File: src/rtl/mips_ctrl_pkg.sv
// -----------------------------------------------------------------------------
// mips_ctrl_pkg
//   Shared control definitions for the fetch front end and the hazard unit.
//   Contents:
//     WAIT_CNT_W     width of the fetch wait (timeout) counter
//     fetch_state_t  fetch sequencer FSM states
//     redir_t        redirect request encoding (none / branch / jump)
//     redir_decode   priority encoder: jump wins over branch
// -----------------------------------------------------------------------------
package mips_ctrl_pkg;

    localparam int WAIT_CNT_W = 8;

    typedef enum logic [1:0] {
        IDLE   = 2'd0,
        FETCH  = 2'd1,
        HOLD   = 2'd2,
        SQUASH = 2'd3
    } fetch_state_t;

    typedef enum logic [1:0] {
        REDIR_NONE   = 2'b00,
        REDIR_BRANCH = 2'b01,
        REDIR_JUMP   = 2'b10
    } redir_t;

    // Jump has priority over branch when ID raises both in the same cycle.
    function automatic redir_t redir_decode(input logic jump, input logic branch);
        redir_t r;
        r = REDIR_NONE;
        if (jump) begin
            r = REDIR_JUMP;
        end else if (branch) begin
            r = REDIR_BRANCH;
        end
        return r;
    endfunction

endpackage

File: src/rtl/fetch_wait_counter.sv
// -----------------------------------------------------------------------------
// fetch_wait_counter
//   Saturating up-counter used to detect an instruction memory that never
//   answers. Counts enabled cycles, stops at 'limit', and flags 'timeout'
//   while the count sits at the limit.
// Ports:
//   clk      in   clock
//   reset    in   synchronous, active-low reset (count -> 0)
//   clear    in   synchronous clear, dominates enable
//   enable   in   count this cycle
//   limit    in   saturation value
//   timeout  out  count == limit
// -----------------------------------------------------------------------------
module fetch_wait_counter
    import mips_ctrl_pkg::*;
#(
    parameter int CNT_W = WAIT_CNT_W
) (
    input  logic             clk,
    input  logic             reset,
    input  logic             clear,
    input  logic             enable,
    input  logic [CNT_W-1:0] limit,
    output logic             timeout
);

    logic [CNT_W-1:0] cnt_q;
    logic [CNT_W-1:0] cnt_d;

    always_comb begin
        cnt_d = cnt_q;
        if (!reset || clear) begin
            cnt_d = '0;
        end else if (enable && (cnt_q != limit)) begin
            cnt_d = cnt_q + {{(CNT_W-1){1'b0}}, 1'b1};
        end
    end

    always_ff @(posedge clk) begin
        cnt_q <= cnt_d;
    end

    assign timeout = (cnt_q == limit);

endmodule

File: src/rtl/fetch_sequencer.sv
// -----------------------------------------------------------------------------
// fetch_sequencer
//   Front-end fetch control. Drives the PC write enable and branch/jump mux
//   selects, issues one instruction-memory fetch at a time, holds the fetched
//   word until ID accepts it, and squashes fetches made stale by a redirect.
//
//   Optional feature (compile-time macro FETCH_PERF_EN): adds free-running
//   performance counters perf_fetches / perf_stalls / perf_squashes.
//
// Ports:
//   clk, reset        clock; synchronous active-low reset
//   pc_current        current PC from the PC datapath
//   pc_write          1-cycle pulse: PC loads its next-address mux output
//   sel_branch        branch mux select (meaningful while pc_write=1)
//   sel_jump          jump mux select   (meaningful while pc_write=1)
//   imem_req          fetch request, held until imem_ack
//   imem_addr         fetch address, stable while imem_req=1
//   imem_ack          memory returns imem_rdata this cycle
//   imem_rdata        instruction word from memory
//   if_valid          if_instr / if_pc valid towards ID
//   if_instr, if_pc   fetched word and its address
//   id_ready          ID accepts when if_valid & id_ready
//   branch_taken      redirect request from ID, held until redirect_ack
//   jump_taken        redirect request from ID, held until redirect_ack
//   redirect_ack      1-cycle pulse: redirect applied to the PC
//   fetch_timeout     sticky: memory did not answer within TIMEOUT_CYC cycles
//   perf_*            (FETCH_PERF_EN only) accepted / stalled / dropped counts
// -----------------------------------------------------------------------------
module fetch_sequencer
    import mips_ctrl_pkg::*;
#(
    parameter int ADDR_W      = 32,
    parameter int DATA_W      = 32,
    parameter int TIMEOUT_CYC = 255
) (
    input  logic              clk,
    input  logic              reset,
    input  logic [ADDR_W-1:0] pc_current,
    output logic              pc_write,
    output logic              sel_branch,
    output logic              sel_jump,
    output logic              imem_req,
    output logic [ADDR_W-1:0] imem_addr,
    input  logic              imem_ack,
    input  logic [DATA_W-1:0] imem_rdata,
    output logic              if_valid,
    output logic [DATA_W-1:0] if_instr,
    output logic [ADDR_W-1:0] if_pc,
    input  logic              id_ready,
    input  logic              branch_taken,
    input  logic              jump_taken,
    output logic              redirect_ack,
    output logic              fetch_timeout
`ifdef FETCH_PERF_EN
    ,
    output logic [31:0]       perf_fetches,
    output logic [31:0]       perf_stalls,
    output logic [31:0]       perf_squashes
`endif
);

    localparam logic [WAIT_CNT_W-1:0] TIMEOUT_LIM = WAIT_CNT_W'(TIMEOUT_CYC);

    fetch_state_t      state_q, state_d;
    logic [ADDR_W-1:0] imem_addr_q, imem_addr_d;
    logic              if_valid_q, if_valid_d;
    logic [DATA_W-1:0] if_instr_q, if_instr_d;
    logic [ADDR_W-1:0] if_pc_q, if_pc_d;
    logic              fetch_timeout_q, fetch_timeout_d;

    redir_t            redir;
    logic              redir_pending;
    logic              apply_redir;   // redirect goes to the PC this cycle
    logic              advance_pc;    // sequential PC+4 after a good fetch
    logic              word_drop;     // a fetched/held word is discarded
    logic              word_accept;   // ID takes the held word
    logic              hold_stall;    // word held, ID not ready
    logic              waiting;       // memory request outstanding
    logic              wait_timeout;

    assign redir         = redir_decode(jump_taken, branch_taken);
    assign redir_pending = (redir != REDIR_NONE);

    // -------------------------------------------------------------------------
    // FSM next state, datapath captures and strobes
    // -------------------------------------------------------------------------
    always_comb begin
        state_d     = state_q;
        imem_addr_d = imem_addr_q;
        if_valid_d  = if_valid_q;
        if_instr_d  = if_instr_q;
        if_pc_d     = if_pc_q;
        apply_redir = 1'b0;
        advance_pc  = 1'b0;
        word_drop   = 1'b0;
        word_accept = 1'b0;
        hold_stall  = 1'b0;

        case (state_q)
            IDLE: begin
                if (redir_pending) begin
                    apply_redir = 1'b1;
                end else begin
                    state_d     = FETCH;
                    imem_addr_d = pc_current;
                end
            end

            FETCH: begin
                if (imem_ack) begin
                    if (redir_pending) begin
                        // Word belongs to the wrong path; redirect wins.
                        apply_redir = 1'b1;
                        word_drop   = 1'b1;
                        state_d     = IDLE;
                    end else begin
                        if_instr_d = imem_rdata;
                        if_pc_d    = imem_addr_q;
                        if_valid_d = 1'b1;
                        advance_pc = 1'b1;
                        state_d    = HOLD;
                    end
                end else if (redir_pending) begin
                    // Cannot abandon the request mid-flight; wait it out.
                    state_d = SQUASH;
                end
            end

            HOLD: begin
                if (redir_pending) begin
                    // The redirecting instruction is already in ID, so the
                    // held word is on the wrong path whether or not ID is ready.
                    if_valid_d  = 1'b0;
                    apply_redir = 1'b1;
                    word_drop   = 1'b1;
                    state_d     = IDLE;
                end else if (id_ready) begin
                    // PC already advanced when the word was captured.
                    if_valid_d  = 1'b0;
                    word_accept = 1'b1;
                    imem_addr_d = pc_current;
                    state_d     = FETCH;
                end else begin
                    hold_stall = 1'b1;
                end
            end

            SQUASH: begin
                if (imem_ack) begin
                    apply_redir = 1'b1;
                    word_drop   = 1'b1;
                    state_d     = IDLE;
                end
            end

            default: begin
                state_d = IDLE;
            end
        endcase

        if (!reset) begin
            state_d     = IDLE;
            imem_addr_d = '0;
            if_valid_d  = 1'b0;
            if_instr_d  = '0;
            if_pc_d     = '0;
            apply_redir = 1'b0;
            advance_pc  = 1'b0;
            word_drop   = 1'b0;
            word_accept = 1'b0;
            hold_stall  = 1'b0;
        end
    end

    always_ff @(posedge clk) begin
        state_q     <= state_d;
        imem_addr_q <= imem_addr_d;
        if_valid_q  <= if_valid_d;
        if_instr_q  <= if_instr_d;
        if_pc_q     <= if_pc_d;
    end

    // -------------------------------------------------------------------------
    // Memory wait watchdog
    // -------------------------------------------------------------------------
    assign waiting = reset && ((state_q == FETCH) || (state_q == SQUASH));

    fetch_wait_counter #(
        .CNT_W (WAIT_CNT_W)
    ) u_wait_counter (
        .clk     (clk),
        .reset   (reset),
        .clear   (~waiting | imem_ack),
        .enable  (waiting & ~imem_ack),
        .limit   (TIMEOUT_LIM),
        .timeout (wait_timeout)
    );

    always_comb begin
        fetch_timeout_d = fetch_timeout_q | (wait_timeout & waiting);
        if (!reset) begin
            fetch_timeout_d = 1'b0;
        end
    end

    always_ff @(posedge clk) begin
        fetch_timeout_q <= fetch_timeout_d;
    end

    // -------------------------------------------------------------------------
    // Outputs
    // -------------------------------------------------------------------------
    assign pc_write      = apply_redir | advance_pc;
    assign sel_jump      = apply_redir & (redir == REDIR_JUMP);
    assign sel_branch    = apply_redir & (redir == REDIR_BRANCH);
    assign redirect_ack  = apply_redir;
    assign imem_req      = waiting;
    assign imem_addr     = imem_addr_q;
    // A pending redirect kills the held word in the same cycle so ID never
    // accepts it.
    assign if_valid      = if_valid_q & ~redir_pending;
    assign if_instr      = if_instr_q;
    assign if_pc         = if_pc_q;
    // The current-cycle term makes the flag visible as soon as the limit is hit.
    assign fetch_timeout = fetch_timeout_q | (wait_timeout & waiting);

`ifdef FETCH_PERF_EN
    logic [31:0] perf_fetches_q, perf_fetches_d;
    logic [31:0] perf_stalls_q, perf_stalls_d;
    logic [31:0] perf_squashes_q, perf_squashes_d;

    always_comb begin
        perf_fetches_d  = perf_fetches_q + {31'd0, word_accept};
        perf_stalls_d   = perf_stalls_q + {31'd0, hold_stall};
        perf_squashes_d = perf_squashes_q + {31'd0, word_drop};
        if (!reset) begin
            perf_fetches_d  = '0;
            perf_stalls_d   = '0;
            perf_squashes_d = '0;
        end
    end

    always_ff @(posedge clk) begin
        perf_fetches_q  <= perf_fetches_d;
        perf_stalls_q   <= perf_stalls_d;
        perf_squashes_q <= perf_squashes_d;
    end

    assign perf_fetches  = perf_fetches_q;
    assign perf_stalls   = perf_stalls_q;
    assign perf_squashes = perf_squashes_q;
`else
    logic unused_perf_strobes;
    assign unused_perf_strobes = ^{word_accept, hold_stall, word_drop};
`endif

    // ID must hold a redirect request until it sees redirect_ack.
    property p_redirect_held;
        @(posedge clk) disable iff (!reset)
            (redir_pending && !redirect_ack) |=> redir_pending;
    endproperty
    a_redirect_held: assert property (p_redirect_held);

endmodule

File: config.mk
export PLATFORM = sky130hd
export DESIGN_NAME = fetch_sequencer
export DESIGN_NICKNAME = d
export VERILOG_FILES = /design/src/rtl/mips_ctrl_pkg.sv /design/src/rtl/fetch_wait_counter.sv /design/src/rtl/fetch_sequencer.sv
export SDC_FILE = /design/constraint.sdc
export NUM_CORES = 1
export LEC_CHECK = 0
export ABC_AREA = 1
export ABC_CLOCK_PERIOD_IN_PS = 2450
export BUFFER_PORTS_ARGS = -buffer_cell sky130_fd_sc_hd__buf_2
export CELL_PAD_IN_SITES_DETAIL_PLACEMENT = 1
export CELL_PAD_IN_SITES_GLOBAL_PLACEMENT = 1
export CORE_MARGIN = 1
export CORE_UTILIZATION = 35
export DETAILED_ROUTE_END_ITERATION = 8
export PLACE_DENSITY = 0.87
export SLEW_MARGIN = 20
export SYNTH_ARGS = -nofsm -noshare
export SYNTH_HDL_FRONTEND = slang
export SYNTH_SLANG_ARGS = --single-unit
File: constraint.sdc
create_clock -name clk -period 2.45 [get_ports clk]
set_input_delay 0.1225 -clock clk [delete_from_list [all_inputs] [get_ports clk]]
set_output_delay 0.1225 -clock clk [all_outputs]
set_load 0.02 [all_outputs]
==> flow_summary_export.csv, run 1 <==
group,metric,value,unit
status,status,"complete, no violations",
timing,fmax,448,MHz
floorplanning,start_util,36.7,%
global_routing,grt_overflow_total,0,
floorplanning,coreArea,11100,µm²
setup_path,crit_path_start_kind,"register",
setup_path,reg2reg_to,"if_instr[10]",
synthesis,synthMuxAreaShare,0,%
worst_hold_path,min-delay-start,"imem_rdata[22]",
setup_path,crit_path_end_kind,"register",
finish,finalInstanceArea,5550,µm²
synthesis,ys_seq_area_share,53.3,%
place,hpwlAfterDp,8550,µm
timing,hold_viol,0,
timing,setup_ws,216,ps
timing,finalMaxSlewViolations,0,
route,drc_errors,0,
synthesis,syn_area_per_cell,7.69,µm²
synthesis,syn_area,4060,µm²
global_routing,grt_start_max_net_pins,66,
cts,cts_buffers,9,
setup_path,crit_chain,"inv_2 -> nor2_4 -> nand2_2 -> nor2_4 -> clkinv_2 -> nor2_1 -> nor2_1",
global_routing,grt_usage,23.5,%
synthesis,ys_types,24,
floorplanning,rows,38,
pwr,p_leak,2.84,nW
setup_path,cp.depth,7,
setup_path,critPathTopFamily,"simple AND/OR/NAND/NOR gates",
finish,final_cells,856,
job,cap_violations,0,
synthesis,syn-num-nets,599,
cts,cts_tree,"done",
timing,setup_tns,0,ps
synthesis,syn_inst,528,
place,placed_cells,814,
cts,clkLatencyLatePin,360,ps
route,firstDrtPassIters,4,
global_routing,grt_antenna_before_repair,1,
finish,drive_above_1_share,27.9,%
cts,ctsRootBufferMaster,"clkbuf_16",
floorplanning,num_io_pins,173,
setup_path,critPathRequiredTime,2690,ps
setup_path,cp.buffers_inverters,2,
synthesis,synth_top_family_by_area,"simple AND/OR/NAND/NOR gates",
cts,post_cts_buffers,0,
cts,clk_pin_slew_worst_paths,70,ps
place,dpl-instance-area,4940,µm²
setup_path,reg2reg_depth,7,
pwr,peakVddDrop,0.586,mV
setup_path,reg2reg_slack,220,ps
synthesis,synth-simple-area-share,19.5,%
timing,setup_viol,0,
setup_path,worstSetupStartpoint,"state_q[0]",
worst_hold_path,hold_class,"input pin to register",
setup_path,crit_type,"register to register",
floorplanning,fp.dieH,110,µm
timing,worst_pin_slew,925,ps
route,vias_per_cell,4.92,
synthesis,synth_compound_gate_area_share,17.7,%
timing,final.period_utilization,91.2,%
global_routing,grt_pass1_wl,21200,µm
setup_path,endpoint,"if_instr[10]",
finish,syn_to_final_growth,36.6,%
floorplanning,die_w,110,µm
global_routing,grt_pass1_vias,4356,
synthesis,ys_warn_count,0,
place,place_ws,481,ps
timing,skew,8.95,ps
finish,utilization,50.1,%
synthesis,synthAdderAreaFrac,0.308,%
route,routed_wl,13700,µm
setup_path,r2r-start,"state_q[0]",
cts,cts_max_level,3,
place,port_buffers,172,
setup_path,cp.arrival,2480,ps
route,post_drt_wl_per_cell,16.0,µm
cts,clockBufferDepth,2,
synthesis,synth_xor_area_share,0,%
route,dr_total_vias,4209,
route,antenna_left,0,
finish,nNetsFinal,780,
setup_path,cp_slowest_cell,"clkinv_2",
setup_path,crit_path_max_incr_delay,710,ps
route,drt_iter0_markers,130,
pwr,power_density,761,nW/µm²
cts,cts.sinks,108,
timing,rsz0062_at_grt,"no",
timing,max-slew-margin-rel,38.3,%
synthesis,synth-seq-cells,108,
timing,fin_crit,2230,ps
floorplanning,die_area,12000,µm²
place,routabilityCongestion,0.788,
setup_path,cp_max_fo,64,
==> worst min-delay path, stage by stage <==
cell	delay, ps
buf_2	80
nor2_1	30
nor2_1	100
==> how the worst min path moves through the flow <==
stage	to	depth (start not counted)
final	if_instr[22]	3
after global routing	if_instr[24]	3
after CTS	if_instr[22]	3
after detailed placement	if_instr[26]	3
after global placement	if_instr[13]	3
after floorplan	if_instr[0]	2
==> repair_timing <==
| action | 4_1_cts | 5_1_grt |
|---|---|---|
| hold endpoints to repair | 24 | 0 |
| endpoints found under the setup margin | 0 | 1 |
| hold buffers | 24 | 0 |
| resized for setup | 0 | 1 |
==> flip-flops by register name, indices dropped and copies added (netlist names) <==
register / cells
if_instr: 32
if_pc: 32
state_q: 2
u_wait_counter.cnt_q: 8
imem_addr: 32
if_valid_q: 1
fetch_timeout_q: 1
==> synth_stat cells <==
cell type / number / area share, %
a21boi_0: 1 / 0.18
a21oi_1: 39 / 4.8
buf_1: 1 / 0.092
buf_2: 6 / 0.74
buf_8: 6 / 2.2
clkbuf_1: 16 / 1.5
clkbuf_2: 1 / 0.12
dfxtp_1: 108 / 53
ha_1: 1 / 0.31
inv_1: 48 / 4.4
inv_2: 2 / 0.18
nand2_1: 26 / 2.4
nand2_2: 1 / 0.15
nand3_1: 12 / 1.5
nand3_2: 1 / 0.25
nand3b_1: 1 / 0.18
nand4_1: 2 / 0.31
nor2_1: 150 / 14
nor2_2: 1 / 0.15
nor2_4: 2 / 0.55
nor3_1: 1 / 0.12
o21a_1: 2 / 0.37
o21ai_0: 50 / 6.2
o21ai_1: 50 / 6.2
==> routing by layer <==
metal | part of all wire (%) | vias up | global-route usage (%)
met5 | 0 | - | 0
met4 | 5.6 | 0 | 15.4
met3 | 5.5 | 58 | 7.29
met2 | 50 | 149 | 42.8
met1 | 38 | 1950 | 22.7
li1 | - | 2052 | -
==> where the power goes <==
group          total, mW  switching (mW)  leakage, nW  internal [mW]
Clock               1.73           0.668        0.176           1.06
Combinational      0.574           0.367         1.79          0.207
Sequential          1.92          0.0729        0.878           1.85
Total               4.22            1.11         2.84           3.12
==> cell type report <==
type	instances	area [µm²]
clock buffer	11	253
timing repair buffer	200	1130
tap	140	175
antenna	2	5.00
clock inverter	5	108
sequential	108	2160
inverter	50	189
fill	1431	5530
multi-input combinational	340	1520
==> cells in the final DEF (no fill, tap or decap) <==
master,instances
nor2_1,150
nand4_1,2
nand2_2,1
nand3_1,12
dlygate4sd3_1,24
dfxtp_1,108
ha_1,1
o21ai_1,50
bufinv_16,3
nand3b_1,1
clkinv_4,2
inv_2,1
buf_4,3
nor2_2,1
nor3_1,1
o21ai_0,50
diode_2,2
buf_6,1
nand2_1,26
nor2_4,2
clkinv_2,1
nand3_2,1
inv_1,48
clkbuf_8,2
clkbuf_16,9
buf_2,172
o21a_1,2
a21boi_0,1
a21oi_1,39
==> cells by family (layout without fill, tap and decap cells) <==
| logic type | count (synthesis) | count (layout) |
|---|---|---|
| buffers and inverters | 80 | 266 |
| other | 0 | 2 |
| AO/OA/AOI/OAI | 142 | 142 |
| AND/OR/NAND/NOR | 197 | 197 |
| adder cells (fa/ha/maj) | 1 | 1 |
| flip-flops | 108 | 108 |
==> per-stage QoR <==
| stage | hold slack, ps | total power [mW] |
|---|---|---|
| 2_1_floorplan | 257 | 2.28 |
| 4_1_cts | 3.89 | 4.26 |
| 3_3_place_gp | 345 | 2.47 |
| 5_1_grt | 10.8 | 4.38 |
| 3_5_place_dp | 353 | 2.50 |
| 6_report | 11.1 | 4.22 |
Note: power is estimated with default switching activity, not from simulation.
==> run 2, diff against run 1 <==
--- a/config.mk
+++ b/config.mk
@@ -8,12 +8,10 @@
 export ABC_AREA = 1
 export ABC_CLOCK_PERIOD_IN_PS = 2450
 export BUFFER_PORTS_ARGS = -buffer_cell sky130_fd_sc_hd__buf_2
-export CELL_PAD_IN_SITES_DETAIL_PLACEMENT = 1
-export CELL_PAD_IN_SITES_GLOBAL_PLACEMENT = 1
 export CORE_MARGIN = 1
-export CORE_UTILIZATION = 35
+export CORE_UTILIZATION = 39
 export DETAILED_ROUTE_END_ITERATION = 8
-export PLACE_DENSITY = 0.87
+export PLACE_DENSITY = 0.71
 export SLEW_MARGIN = 20
 export SYNTH_ARGS = -nofsm -noshare
 export SYNTH_HDL_FRONTEND = slang
==> run 2 against run 1 <==
Against the previous run: first-iteration DRC count grew 57%; utilization grew 4.7 points; flip-flop and latch count unchanged; critical path depth up 1; combinational power about the same; final cell count is 0.35% lower; highest routed layer unchanged; final area shrank 2.1%.
==> flow_summary_export.csv, run 2 (synthesis results as in run 1) <==
group,metric,value,unit
status,status,"complete, no violations",
cts,cts_max_level,3,
setup_path,reg2reg_to,"if_instr[13]",
pwr,power_switching,1.02,mW
timing,fin_crit,2210,ps
place,placed_cells,807,
route,vias_per_cell,4.74,
finish,nNetsFinal,787,
cts,clockBufferDepth,2,
floorplanning,start_util,41.0,%
pwr,finalPower,3.48,mW
setup_path,r2r-start,"state_q[0]",
setup_path,crit_path_end_kind,"primary output",
finish,diodes,0,
pwr,power_density,641,nW/µm²
pwr,clkPwrFrac,28.5,%
floorplanning,rows,36,
global_routing,grt_start_max_net_pins,79,
route,drc_errors,0,
timing,setup_viol,0,
route,drt_iter0_markers,204,
floorplanning,fp.dieH,104,µm
floorplanning,die_area,10800,µm²
timing,hold_viol,0,
cts,ctsRootBufferMaster,"clkbuf_8",
finish,drive_above_1_share,27.5,%
global_routing,grt_antenna_before_repair,0,
finish,final_cells,853,
global_routing,grt_pass1_wl,18200,µm
worst_hold_path,hold-path-endpoint,"imem_addr[0]",
pwr,p_leak,2.79,nW
route,firstDrtPassIters,5,
cts,cts_buffers,9,
pwr,switching_share,29.3,%
cts,cts.sinks,108,
place,routabilityCongestion,0.817,
setup_path,cp.arrival,2080,ps
setup_path,reg2reg_slack,250,ps
cts,clkLatencyLatePin,370,ps
route,dr_total_vias,4044,
pwr,p_seq_share,55.1,%
timing,finalMaxSlewViolations,0,
pwr,pwr-share-comb,16.5,%
timing,skew,13.8,ps
timing,worst_pin_slew,868,ps
timing,fmax,453,MHz
finish,syn_to_final_growth,33.8,%
floorplanning,coreArea,9910,µm²
route,routed_wl,10900,µm
setup_path,crit_type,"register to primary output",
route,post_drt_wl_per_cell,12.7,µm
setup_path,reg2reg_depth,7,
timing,rsz0062_at_grt,"no",
place,port_buffers,172,
timing,setup_tns,0,ps
pwr,power.internal,2.46,mW
timing,final.period_utilization,90.1,%
global_routing,grt_overflow_total,0,
floorplanning,num_io_pins,173,
route,antenna_left,0,
worst_hold_path,hold_class,"input pin to register",
finish,final_cell_mix,"172 x buf_2, 150 x nor2_1, 108 x dfxtp_1",
setup_path,cp_max_fo,65,
worst_hold_path,min_path_cells,3,
setup_path,critPathRequiredTime,2330,ps
timing,holdWs,24.8,ps
cts,cts_tree,"done",
global_routing,grt_usage,20.6,%
place,hpwlAfterDp,6860,µm
timing,max-slew-margin-rel,42.0,%
cts,clk_pin_slew_worst_paths,100,ps
setup_path,crit_path_start_kind,"register",
global_routing,grt_pass1_vias,3872,
pwr,peakVddDrop,0.349,mV
finish,layout_commonest_cell,"buf_2",
setup_path,worstSetupStartpoint,"state_q[0]",
job,cap_violations,0,
floorplanning,die_w,104,µm
worst_hold_path,min-delay-start,"pc_current[0]",
## run 2: changes by cell type in the layout (fill, tap and decap cells not counted), sizes merged
cell         previous run  this run
clkinvlp                0         2
diode                   2         0
bufinv                  3         0
inv                    49        50
dlygate4sd3            24        31
clkbuf                 11        10
## run 2: final cells by class
class                           instances  area, µm²
Clock buffer                           10        138
Fill cell                             953       4480
Multi-Input combinational cell        340       1520
Timing Repair Buffer                  207       1220
Tap cell                              133        166
Sequential cell                       108       2160
Inverter                               50        189
Clock inverter                          5       37.5
## run 2: how the worst max path moves through the flow
stage	cells after the start	slack [ps]	endpoint
final	8	240	pc_write
after floorplan	7	1060	fetch_timeout
after global placement	8	620	pc_write
after CTS	8	60	pc_write
after detailed placement	8	470	pc_write
after global routing	7	40	if_instr[13]
## run 2: worst max-delay path, stage by stage, from the launching register on
cell	delay (ps)
dfxtp_1	470
inv_2	110
nor2_4	110
nand2_2	80
nor2_4	130
buf_6	430
nand2_1	130
nand2_1	100
buf_2	170
## run 2: what timing repair did
action                                  4_1_cts  5_1_grt
endpoints found under the setup margin        0        1
hold buffers                                 31        0
gates resized for setup                       0        1
endpoints found under the hold margin        31        0
setup buffers                                 0        0
## run 2: metal layers
metal | vias to the layer above | share of wire, % | global-route usage, %
met5 | - | 0 | 0
met4 | 0 | 3.5 | 11.3
met3 | 30 | 5.7 | 4.95
met2 | 142 | 48 | 35.0
met1 | 1811 | 43 | 23.8
li1 | 2061 | - | -
## run 2: per-stage QoR
| stage | instance area [µm²] | setup WS [ps] | util [%] |
|---|---|---|---|
| 2_1_floorplan | 4060 | 1060 | - |
| 3_3_place_gp | 4940 | 619 | 49.9 |
| 3_5_place_dp | 4940 | 470 | 49.9 |
| 4_1_cts | 5430 | 62.9 | 54.8 |
| 5_1_grt | 5430 | 42.8 | 54.8 |
| 6_report | 5430 | 243 | 54.8 |
## run 2: power groups by stage
stage	Clock, mW	Combinational (mW)	Sequential, mW
floorplan	0	0.228	2.06
global placement	0	0.515	1.95
detailed placement	0	0.530	1.96
CTS	1.02	0.569	1.92
global route	1.11	0.627	1.93
finish	0.991	0.573	1.92
